`src/rtl/interrupt_controller_pkg.sv`:
```
// ----------------------------------------------------------------------------
// interrupt_controller_pkg
// Types and constants shared by the interrupt controller and its priority
// encoder: source numbering, vector layout and the dispatch FSM state type.
// ----------------------------------------------------------------------------
package interrupt_controller_pkg;

    localparam int NUM_SRC = 5;

    // Lower number = higher priority; the number also selects the vector slot.
    typedef enum logic [2:0] {
        VBLANK = 3'd0,
        LCDC   = 3'd1,
        TIMER  = 3'd2,
        SERIAL = 3'd3,
        JOYPAD = 3'd4
    } int_src_t;

    localparam logic [15:0] INT_VEC_BASE   = 16'h0040;
    localparam logic [15:0] INT_VEC_STRIDE = 16'd8;

    typedef enum logic [1:0] {
        ST_IDLE  = 2'd0,
        ST_REQ   = 2'd1,
        ST_CLEAR = 2'd2
    } intc_state_t;

    // ISR entry address of a source: 0x40, 0x48, 0x50, 0x58, 0x60.
    function automatic logic [15:0] vector_of(input int_src_t src);
        return INT_VEC_BASE + INT_VEC_STRIDE * {13'd0, src};
    endfunction

endpackage

```
`src/rtl/interrupt_controller_prio_enc.sv`:
```
// ----------------------------------------------------------------------------
// int_prio_enc
// Fixed-priority encoder over the five interrupt sources; bit 0 (vblank)
// has the highest priority.
//   req   : pending source bits
//   valid : at least one bit of req is set
//   index : number of the lowest set bit (VBLANK when req is zero)
// ----------------------------------------------------------------------------
module int_prio_enc
    import interrupt_controller_pkg::*;
(
    input  logic [4:0] req,
    output logic       valid,
    output int_src_t   index
);

    always_comb begin
        valid = |req;
        index = VBLANK;
        // Walk from the lowest priority upward so the lowest set bit wins.
        for (int i = NUM_SRC - 1; i >= 0; i--) begin
            if (req[i]) begin
                index = int_src_t'(i[2:0]);
            end
        end
    end

endmodule

```
`src/rtl/interrupt_controller.sv`:
```
// ----------------------------------------------------------------------------
// interrupt_controller
// Game-Boy style interrupt controller: IF/IE registers, IME with the EI
// one-instruction delay, priority selection and a three-state dispatch
// handshake with the CPU.
//   clk            : system clock
//   rst            : asynchronous active-low reset, released synchronously
//   src_req        : one-cycle request pulses {joypad,serial,timer,lcdc,vblank}
//   if_wr/if_wdata : CPU write of IF
//   ie_wr/ie_wdata : CPU write of IE
//   if_q, ie_q     : register read-back ({3'b111, IF} and IE)
//   ime_set/ime_clr/reti : EI, DI and RETI executed
//   instr_boundary : pulse at the end of each CPU instruction
//   int_req/int_vector/int_ack : dispatch request, ISR address, CPU accept
//   int_clear      : one-cycle pulse after the serviced IF bit is cleared
//   wake           : HALT exit condition (any enabled request pending)
//   ime_q          : current IME
// ----------------------------------------------------------------------------
module interrupt_controller
    import interrupt_controller_pkg::*;
(
    input  logic        clk,
    input  logic        rst,
    input  logic [4:0]  src_req,
    input  logic        if_wr,
    input  logic [4:0]  if_wdata,
    input  logic        ie_wr,
    input  logic [7:0]  ie_wdata,
    output logic [7:0]  if_q,
    output logic [7:0]  ie_q,
    input  logic        ime_set,
    input  logic        ime_clr,
    input  logic        reti,
    input  logic        instr_boundary,
    output logic        int_req,
    output logic [15:0] int_vector,
    input  logic        int_ack,
    output logic        int_clear,
    output logic        wake,
    output logic        ime_q
);

    logic [1:0]  rst_sync;
    logic        rst_int;

    logic [4:0]  if_r, if_nx;
    logic [7:0]  ie_r;
    logic        ime_r, ime_nx;
    logic        ei_pend_r, ei_pend_nx;
    intc_state_t state_r, state_nx;
    int_src_t    idx_r, idx_nx;

    logic [4:0]  pending;
    logic        prio_valid;
    int_src_t    prio_idx;
    logic        ack_fire;

    // Reset asserts immediately but is released two clock edges later, so
    // every flop leaves reset on the same clean edge.
    always_ff @(posedge clk or negedge rst) begin
        if (!rst) begin
            rst_sync <= 2'b00;
        end else begin
            rst_sync <= {rst_sync[0], 1'b1};
        end
    end

    assign rst_int = rst_sync[1];

    assign pending  = if_r & ie_r[4:0];
    assign ack_fire = (state_r == ST_REQ) && int_ack;

    int_prio_enc u_prio (
        .req   (pending),
        .valid (prio_valid),
        .index (prio_idx)
    );

    // IF: CPU write, then service clear, then new requests on top so a
    // pulse arriving on the same edge is never lost.
    always_comb begin
        if_nx = if_wr ? if_wdata : if_r;
        if (ack_fire) begin
            if_nx[idx_r] = 1'b0;
        end
        if_nx = if_nx | src_req;
    end

    // IME / EI delay: later statements take precedence.
    always_comb begin
        ime_nx     = ime_r;
        ei_pend_nx = ei_pend_r;
        // ei_pend is only visible the cycle after EI, so the boundary that
        // ends the EI instruction itself does not enable interrupts.
        if (ei_pend_r && instr_boundary) begin
            ime_nx     = 1'b1;
            ei_pend_nx = 1'b0;
        end
        if (ime_set) begin
            ei_pend_nx = 1'b1;
        end
        if (reti) begin
            ime_nx = 1'b1;
        end
        if (ime_clr || ack_fire) begin
            ime_nx     = 1'b0;
            ei_pend_nx = 1'b0;
        end
    end

    always_comb begin
        state_nx = state_r;
        idx_nx   = idx_r;
        case (state_r)
            ST_IDLE: begin
                if (ime_r && prio_valid && instr_boundary) begin
                    state_nx = ST_REQ;
                    idx_nx   = prio_idx;
                end
            end
            ST_REQ: begin
                if (int_ack) begin
                    state_nx = ST_CLEAR;
                end else if (ime_clr) begin
                    state_nx = ST_IDLE;
                end
            end
            ST_CLEAR: begin
                state_nx = ST_IDLE;
            end
            default: begin
                state_nx = ST_IDLE;
            end
        endcase
    end

    always_ff @(posedge clk or negedge rst_int) begin
        if (!rst_int) begin
            if_r      <= 5'd0;
            ie_r      <= 8'd0;
            ime_r     <= 1'b0;
            ei_pend_r <= 1'b0;
            state_r   <= ST_IDLE;
            idx_r     <= VBLANK;
        end else begin
            if_r      <= if_nx;
            if (ie_wr) begin
                ie_r  <= ie_wdata;
            end
            ime_r     <= ime_nx;
            ei_pend_r <= ei_pend_nx;
            state_r   <= state_nx;
            idx_r     <= idx_nx;
        end
    end

    assign if_q       = {3'b111, if_r};
    assign ie_q       = ie_r;
    assign int_req    = (state_r == ST_REQ);
    assign int_clear  = (state_r == ST_CLEAR);
    assign int_vector = vector_of(idx_r);
    assign wake       = |pending;
    assign ime_q      = ime_r;

endmodule

```
`config.mk`:
```
export PLATFORM = sky130hd
export DESIGN_NAME = interrupt_controller
export DESIGN_NICKNAME = d
export VERILOG_FILES = /design/src/rtl/interrupt_controller_pkg.sv /design/src/rtl/interrupt_controller_prio_enc.sv /design/src/rtl/interrupt_controller.sv
export SDC_FILE = /design/constraint.sdc
export NUM_CORES = 1
export LEC_CHECK = 0
export ABC_AREA = 1
export BUFFER_PORTS_ARGS = -buffer_cell sky130_fd_sc_hd__buf_4
export CORE_AREA = 2 2 40 78
export CTS_BUF_LIST = sky130_fd_sc_hd__clkbuf_2 sky130_fd_sc_hd__clkbuf_4 sky130_fd_sc_hd__clkbuf_8
export CTS_CLUSTER_SIZE = 10
export DETAILED_ROUTE_END_ITERATION = 7
export DIE_AREA = 0 0 42 80
export HOLD_SLACK_MARGIN = 0.08
export PLACE_DENSITY = 0.85
export RECOVER_POWER = 50
export SYNTH_ARGS = -nofsm -noshare
export SYNTH_HDL_FRONTEND = slang
export SYNTH_HIERARCHICAL = 1
export SYNTH_SLANG_ARGS = --single-unit
```
`constraint.sdc`:
```
create_clock -name clk -period 0.83 [get_ports clk]
set_input_delay 0.166 -clock clk [delete_from_list [all_inputs] [get_ports clk]]
set_output_delay 0.166 -clock clk [all_outputs]
set_load 0.01 [all_outputs]
```
==> run metrics <==
Yosys reg bits 22; pin count of the biggest net entering global routing 21; status finished, violations left; f_max 738 MHz; Max Slew Vio Count 0; Core Area 2740 sq um; die height 80 um; most frequent cells in the layout 41 x buf_4, 35 x buf_6, 26 x nand2_1, 21 x dfrtp_1, 20 x inv_1; nets 257; routability cong. 0.821; GRT Residual Overflow 0; Num CTS Buffers 3; Warnings, synthesis 6; WS Path Type register to primary output; share of the yosys chip area belonging to registers 0.460; CTS tree done; Relative slew margins 0.650; CTS root buf clkbuf_8; met2 routed WL 2.04 mm; Cell Area, Synth 1200 sq um; CP endpoint kind primary output; global-route wire length before repair 5.11 mm; crit path from if_r[4]$_DFF_PN0_; crit share post-route 1.63; Clock Power Share 0.192; RSZ-0062 raised after global routing yes; max layer used met4; Final Util 0.738; CP required 660 ps; DR WL met3 201 um; CP startpoint kind register; Critical Path AT 1190 ps; crit path max fanout 2; # rows 27; Total Wirelength between 3 and 4 mm; R2R depth 8; initial drt markers 9; worst hold path class primary input to register; via count ~1200; Final Hold Viols 0; DR DRC count 0; worst setup margin -525 ps; Comb power frac 0.424; cell-internal power ~2.3 mW; Area after DPL approximately 1700 sq um; Psw around 1.1 mW; H-tree lvl count 1; vias in the first global route roughly 1200; Power Density 1670 nW/um^2; fin area 2020 sq um; CTS clk-pin slew, worst paths about 70 ps; # setup viols final 37; DR vias/cell 4.62; Cells after Synth 148; failing checks negative setup slack; Max Root-Sink Buffers 2; MaxCap Viol Count 0; filler cell count 189; Initial Utilization 0.437; P&R area growth vs syn 68.9%; GRT Util Overall 0.200; Ports 63; met1 WL 1.06 mm; sequential fraction of design power 0.383; switching part of the total 0.315; antenna violations before repair 0; slew of the pin with the lowest slew margin 524 ps; Worst Clk Skew 5.45 ps; Synth cell types 18; # diodes 0; Pre-Repair DR Iteration Count 4; share of layout cells above drive strength 1 0.544; Pleak 1.09 nW; Tot Pwr between 3 and 4 mW; CP endpoint wake; commonest non-fill, non-tap cell in the layout buf_4; DRT antenna net count 0; Tmin final 1360 ps; clock latency on the worst-skew pair around 260 ps; die area between 3000 and 4000 sq um; worst vdd ir around 1400 uV; Die X 42 um; R2R Path End idx_r[2]$_DFFE_PN0P_; mean post-synth cell area roughly 8.1 sq um; drt wl/cell 13.2 um; dpl hpwl between 2 and 2.5 mm; Critical R2R Launch ie_q[3]$_DFFE_PN0P_; CTS Sinks 22; PortBufs 46; Reg2Reg Setup Slack -350 ps
cell usage after synthesis:
cell type / instances / area (sq um)
conb_1: 2 / 7.51
nand3_1: 4 / 20.0
inv_2: 1 / 3.75
nand2_1: 36 / 135
nor2_4: 2 / 22.5
nand2_2: 2 / 12.5
buf_6: 1 / 11.3
inv_1: 27 / 101
buf_2: 1 / 5.00
dfrtp_1: 22 / 551
o21ai_0: 9 / 45.0
o21ai_1: 1 / 5.00
a21oi_1: 2 / 10.0
nor3_1: 1 / 5.00
nor2_2: 1 / 6.26
mux2_2: 8 / 90.1
nor2_1: 12 / 45.0
buf_4: 16 / 120
flip-flops by register name (all words and copies together) (netlist names):
signal / flops
ie_q: 8
state_r: 2
ime_q: 1
idx_r: 3
ei_pend_r: 1
rst_sync: 2
if_r: 5
power groups by stage:
stage,registers (mW),clock network (mW),logic [mW]
after floorplan,1.36,0,0.454
after global placement,1.30,0,1.00
after detailed placement,1.31,0,1.02
after CTS,1.28,0.658,1.29
after global routing,1.31,0.713,1.54
final,1.30,0.650,1.44
layout make-up:
class | count | area (sq um) | share of cell area
clock buffer | 3 | 41.3 | 0.0204
inverter | 28 | 108 | 0.0533
multi-input combinational | 95 | 553 | 0.274
sequential | 22 | 552 | 0.273
tap | 29 | 36.3 | 0.0180
timing repair buffer | 80 | 731 | 0.362
worst min path at each step:
stage	startpoint	end	slack [ps]	cells after the start
final	src_req[4]	if_r[4]$_DFF_PN0_	90	3
after global routing	src_req[4]	if_r[4]$_DFF_PN0_	100	3
after CTS	src_req[4]	if_r[4]$_DFF_PN0_	90	3
after detailed placement	rst	rst_sync[0]$_DFF_PN0_	-50	1
after global placement	rst	rst_sync[1]$_DFF_PN0_	-50	1
after floorplan	rst	rst_sync[0]$_DFF_PN0_	-130	0
metrics by stage:
stage	std cells	hold slack (ps)	setup TNS (ps)	worst slack (ps)
floorplan	163	-130	-1340	-270
finish	257	87.3	-8210	-525
CTS	254	87.6	-7230	-505
global placement	242	-50.2	-1680	-229
global route	257	99.2	-9810	-565
detailed placement	242	-50.2	-2150	-286
worst max-delay path: stages, from the launching register on:
cell	delay [ps]
dfrtp_1	400
nand2_2	100
nand2_2	60
nor2_2	140
nand3_2	100
buf_6	130
kinds of logic after synthesis:
kind of cell           synth area share
AND/OR/NAND/NOR                   0.206
buffers and inverters             0.202
flip-flops                        0.460
AO/OA/AOI/OAI                    0.0502
multiplexers                     0.0753
other                           0.00628
per-layer routing:
metal	vias to the layer above	global-route usage
li1	569	-
met1	551	0.173
met2	58	0.405
met3	10	0.0430
met4	0	0.0935
met5	-	0
what timing repair did:
action,4_1_cts,5_1_grt
setup endpoints to repair,36,37
pin swaps,8,18
setup buffers,10,9
hold buffers,2,0
gates resized for setup,39,29
endpoints found under the hold margin,3,0
No activity file was read; power rests on OpenSTA's default activity.
